## src/rtl/rga_countdown_timer.sv

```systemverilog
// rtl/rga_countdown_timer.sv - BCD mm:ss countdown timer with run/pause FSM and 4-digit 7-segment scan
// Preset is range-checked on load; expiry can optionally reload the latched preset and keep running.
module rga_countdown_timer #(
  parameter int TICK_DIV    = 4,
  parameter int SCAN_DIV    = 2,
  parameter bit AUTO_RELOAD = 1'b0
) (
  input  logic        i_new_clock,
  input  logic        i_reset,
  input  logic        i_load,
  input  logic [15:0] i_preset,
  input  logic        i_start,
  input  logic        i_pause,
  output logic [15:0] o_time_bcd,
  output logic [6:0]  o_segments,
  output logic [3:0]  o_digit_en,
  output logic        o_running,
  output logic        o_stop,
  output logic        o_done,
  output logic        o_load_err
);

  localparam int PW = (TICK_DIV > 2) ? $clog2(TICK_DIV) : 1;
  localparam int SW = (SCAN_DIV > 1) ? $clog2(SCAN_DIV) : 1;

  typedef enum logic [1:0] {ST_IDLE, ST_RUN, ST_PAUSED, ST_DONE} state_t;

  state_t        r_state, w_state_next;
  logic [15:0]   r_time, w_time_next;
  logic [15:0]   r_latch, w_latch_next;
  logic [PW-1:0] r_presc, w_presc_next;
  logic          r_running, r_done, r_load_err;
  logic          w_done, w_load_err, w_tick, w_load_ok, w_presc_wrap;
  logic [SW-1:0] r_scan_cnt;
  logic [1:0]    r_scan_idx;
  logic [3:0]    r_digit_en;
  logic [3:0]    w_nibble;

  function automatic logic bcd_valid(input logic [15:0] t);
    return (t[3:0] <= 4'd9) && (t[7:4] <= 4'd5) && (t[11:8] <= 4'd9) && (t[15:12] <= 4'd5);
  endfunction

  // Callers guarantee t != 0, so the tens-of-minutes digit never underflows.
  function automatic logic [15:0] bcd_dec(input logic [15:0] t);
    logic [15:0] r;
    r = t;
    if (t[3:0] != 4'd0) r[3:0] = t[3:0] - 4'd1;
    else begin
      r[3:0] = 4'd9;
      if (t[7:4] != 4'd0) r[7:4] = t[7:4] - 4'd1;
      else begin
        r[7:4] = 4'd5;
        if (t[11:8] != 4'd0) r[11:8] = t[11:8] - 4'd1;
        else begin
          r[11:8]  = 4'd9;
          r[15:12] = t[15:12] - 4'd1;
        end
      end
    end
    return r;
  endfunction

  assign w_load_ok    = bcd_valid(i_preset);
  assign w_presc_wrap = (r_presc == PW'(TICK_DIV - 1));
  assign w_tick       = (r_state == ST_RUN) && w_presc_wrap && (r_time != 16'h0000);

  always_comb begin
    w_state_next = r_state;
    w_time_next  = r_time;
    w_latch_next = r_latch;
    w_presc_next = r_presc;
    w_done       = 1'b0;
    w_load_err   = 1'b0;
    // Any load request outranks pause/start and the tick for that cycle.
    if (i_load) begin
      if (w_load_ok) begin
        w_time_next  = i_preset;
        w_latch_next = i_preset;
        w_presc_next = '0;
        w_state_next = ST_IDLE;
      end else begin
        w_load_err = 1'b1;
      end
    end else begin
      case (r_state)
        ST_IDLE: begin
          if (i_start && (r_time != 16'h0000)) begin
            w_state_next = ST_RUN;
            w_presc_next = '0;
          end
        end
        ST_RUN: begin
          if (i_pause) begin
            w_state_next = ST_PAUSED;
          end else begin
            w_presc_next = w_presc_wrap ? '0 : r_presc + PW'(1);
            if (w_tick) begin
              w_time_next = bcd_dec(r_time);
              if (r_time == 16'h0001) begin
                w_done = 1'b1;
                if (!(AUTO_RELOAD && (r_latch != 16'h0000))) w_state_next = ST_DONE;
              end
            end else if (AUTO_RELOAD && (r_time == 16'h0000) && (r_latch != 16'h0000)) begin
              w_time_next = r_latch;
            end
          end
        end
        ST_PAUSED: begin
          if (i_start) w_state_next = ST_RUN;
        end
        default: ;
      endcase
    end
  end

  always_ff @(posedge i_new_clock) begin
    if (i_reset) begin
      r_state    <= ST_IDLE;
      r_time     <= '0;
      r_latch    <= '0;
      r_presc    <= '0;
      r_running  <= 1'b0;
      r_done     <= 1'b0;
      r_load_err <= 1'b0;
    end else begin
      r_state    <= w_state_next;
      r_time     <= w_time_next;
      r_latch    <= w_latch_next;
      r_presc    <= w_presc_next;
      r_running  <= (w_state_next == ST_RUN);
      r_done     <= w_done;
      r_load_err <= w_load_err;
    end
  end

  always_ff @(posedge i_new_clock) begin
    if (i_reset) begin
      r_scan_cnt <= '0;
      r_scan_idx <= 2'd0;
      r_digit_en <= 4'b0001;
    end else if (r_scan_cnt == SW'(SCAN_DIV - 1)) begin
      r_scan_cnt <= '0;
      r_scan_idx <= r_scan_idx + 2'd1;
      r_digit_en <= 4'b0001 << (r_scan_idx + 2'd1);
    end else begin
      r_scan_cnt <= r_scan_cnt + SW'(1);
    end
  end

  always_comb begin
    w_nibble = r_time[3:0];
    case (r_scan_idx)
      2'd1:    w_nibble = r_time[7:4];
      2'd2:    w_nibble = r_time[11:8];
      2'd3:    w_nibble = r_time[15:12];
      default: w_nibble = r_time[3:0];
    endcase
  end

  always_comb begin
    o_segments = 7'h00;
    case (w_nibble)
      4'd0:    o_segments = 7'h3F;
      4'd1:    o_segments = 7'h06;
      4'd2:    o_segments = 7'h5B;
      4'd3:    o_segments = 7'h4F;
      4'd4:    o_segments = 7'h66;
      4'd5:    o_segments = 7'h6D;
      4'd6:    o_segments = 7'h7D;
      4'd7:    o_segments = 7'h07;
      4'd8:    o_segments = 7'h7F;
      4'd9:    o_segments = 7'h6F;
      default: o_segments = 7'h00;
    endcase
  end

  assign o_time_bcd = r_time;
  assign o_digit_en = r_digit_en;
  assign o_running  = r_running;
  assign o_stop     = (r_time == 16'h0000);
  assign o_done     = r_done;
  assign o_load_err = r_load_err;

endmodule
```

## config.mk

```make
export PLATFORM = sky130hd
export DESIGN_NAME = rga_countdown_timer
export DESIGN_NICKNAME = d
export VERILOG_FILES = /design/src/rtl/rga_countdown_timer.sv
export SDC_FILE = /design/constraint.sdc
export NUM_CORES = 1
export LEC_CHECK = 0
export CORE_UTILIZATION = 45
export DETAILED_ROUTE_END_ITERATION = 16
export PLACE_DENSITY_LB_ADDON = 0.2
export RECOVER_POWER = 100
export SLEW_MARGIN = 20
export SYNTH_ARGS = -nofsm -noshare
export SYNTH_HDL_FRONTEND = slang
export SYNTH_SLANG_ARGS = --single-unit
```

## constraint.sdc

```tcl
create_clock -name i_new_clock -period 2.5 [get_ports i_new_clock]
set_input_delay 0.25 -clock i_new_clock [delete_from_list [all_inputs] [get_ports i_new_clock]]
set_output_delay 0.25 -clock i_new_clock [all_outputs]
set_load 0.02 [all_outputs]
```

==> metrics <==
Slew HR=0.4868; top cells by count, synth=32 x nor2_1, 30 x dfxtp_1, 24 x nand2_1; WL final=5.884 mm; wire per inst=15.48 um; placer congestion estimate=0.9056; RR Startpoint=o_time_bcd[12]$_SDFFE_PP0P_; Max-Cap Viols=0; final cycle utilization of the critical path=0.9730; Max FO, Critical Path=6; RSZ-0062 raised after global routing=yes; FFs w/ async S/R, synth=0; DP Wirelength=4.477 mm; final setup vio count=0; port bufs=51; CTS Buf Count=5; syn_area_per_cell=8.150 um^2; 1st-iter DRT viols=135; sequential share of the synthesized area=0.2890; power after layout=1230 uW; Overall Global Routing Usage=0.2433; hold_sp=o_digit_en[0]$_SDFFE_PP1P_; Starting Density=0.4740; synthesized area=2078 um^2; num rows=24; Pre-antenna DRT Iters=6; placed inst area=2804 um^2; cell taking the most area after synthesis=dfxtp_1; Worst Tran Pin Value=0.7698 ns; Most used DFF post-synth=dfxtp_1; cell area after layout=2861 um^2; CORE AREA=4384 um^2; length of routed met2 wiring=2.850 mm; metal3 WL=337 um; Post-synth EDFFs=0; Max Fclk=411.1 MHz; status=completed; Worst Setup SP=r_scan_idx[1]$_SDFFE_PP0P_; top-count cell post-synth=nor2_1; critical path class=flip-flop to output port; final std cells w/o fill=380; Critical Path RT=2.25 ns; syn_nets=292; Die ar.=4894 um^2; VDD IR max=0.2181 mV; count of final max-slew check failures=0; Final Skew=0.003684 ns; Power Density=429.8 nW/um^2; Leak Pwr=0.001222 uW; Cells after DPL=372; worst hold path type=flip-flop to flip-flop; via count=2155; fraction of final layout cells with drive strength greater than 1=0.1677; global-route wire length before repair=9.515 mm; DR top layer=met4; CTS clk-pin slew, worst paths=0.06 ns; initial antenna violation count=0; drt drc=0; Synth top area share=0.2890; TritonCTS clock tree=done; vias in the first global route=1999; Clock Sinks=30; Clock Latency Late Sink=0.28 ns; Synth cell types=54; Area contributors post-synth=dfxtp_1 29%, ha_1 9.6%, mux2i_1 7.2%, nor2_1 5.8%, nand2_1 4.3%; Routed Antenna Nets=0; final hold violation count=0; Final Critical Period=2.433 ns; Worst Setup Start Kind=flip-flop; Cells after Synth=255; grt total ovfl=0; WP data arrival=2.18 ns; CP endpoint kind=output port; root buffer cell=clkbuf_8; clk buf depth=2; setup tns final=0 ns; Final nets=364; M1 wire length=2.623 mm; #FFs+latches synth=30; hold_buf cts=0; area growth from synthesis to layout=37.69%; htree depth=2; vias per inst=5.671; antenna diode count=0; YS warnings=0; IO Pins=52; die height=69.96 um; largest net degree at the start of global routing=21; die width=69.96 um
[metrics by stage]
stage          worst slack [ns]  hold slack, ns    util
5_1_grt                -0.02521          0.5372  0.6527
3_5_place_dp           -0.05061          0.4675  0.6396
2_1_floorplan            0.1135          0.4004       -
3_3_place_gp            0.01607          0.4741  0.6396
4_1_cts                -0.06649          0.4963  0.6610
6_report                0.06747          0.4824  0.6527
[state kept, by name, indices dropped and copies added (netlist names)]
name / flops
o_time_bcd: 16
r_scan_idx: 2
o_done: 1
o_running: 1
o_digit_en: 4
r_presc: 2
o_load_err: 1
r_state: 2
r_scan_cnt: 1
[placed cells by master (no fill, tap or decap), types with 11 or more instances in the layout]
cell / instances
ha_1: 13
dfxtp_1: 28
nand2_1: 24
mux2i_1: 14
a21oi_1: 14
buf_4: 24
o21ai_0: 16
clkdlybuf4s50_1: 19
inv_1: 11
dlygate4sd3_1: 25
nor2_1: 32
[timing repair]
| item | in CTS | in global routing |
|---|---|---|
| setup buffers | 0 | 0 |
| resized for setup | 17 | 17 |
| setup endpoints to repair | 8 | 8 |
[layout make-up]
| type | instances | area, um^2 |
|---|---|---|
| Multi-Input combinational cell | 198 | 1373 |
| Timing Repair Buffer | 80 | 684.4 |
| Sequential cell | 30 | 603.1 |
| Clock inverter | 1 | 5.005 |
| Clock buffer | 7 | 86.33 |
| Fill cell | 417 | 1523 |
| Tap cell | 52 | 65.06 |
| Inverter | 12 | 45.04 |
[path summary, 6_finish.rpt]
| kind | to | slack (ns) | depth (start not counted) |
|---|---|---|---|
| max | o_segments[2] | 0.07 | 8 |
| min reg2reg | o_digit_en[0]$_SDFFE_PP1P_ | 0.48 | 2 |
| min | o_digit_en[0]$_SDFFE_PP1P_ | 0.48 | 2 |
| max reg2reg | o_time_bcd[10]$_SDFFE_PP0P_ | 0.23 | 7 |
[where the power goes]
part | leakage, uW | switching [uW] | internal [uW]
clock network | 0.0000482 | 187 | 222
registers | 0.000244 | 15.0 | 493
logic | 0.000929 | 163 | 150
total | 0.00122 | 365 | 865
[worst max-delay path, stage by stage (launching register included)]
cell and delay (ns):
dfxtp_2 0.34, buf_4 0.13, ha_1 0.22, a222oi_1 0.33, mux2_4 0.26, buf_4 0.13, a21oi_1 0.04, a31oi_1 0.15
clkdlybuf4s15_1 0.32
[cell families after synthesis]
kind of cell | share of synthesized area
XOR/XNOR | 0.01265
AO/OA/AOI/OAI | 0.2155
adder cells (fa/ha/maj) | 0.09633
buffers and inverters | 0.05418
multiplexers | 0.08850
AND/OR/NAND/NOR | 0.2438
flip-flops | 0.2890
[routing by layer]
metal,GRT usage,vias up
li1,-,1069
met1,0.3148,1013
met2,0.4049,65
met3,0.05916,8
met4,0.06222,0
met5,0,-
No activity file was read; power rests on OpenSTA's default activity.
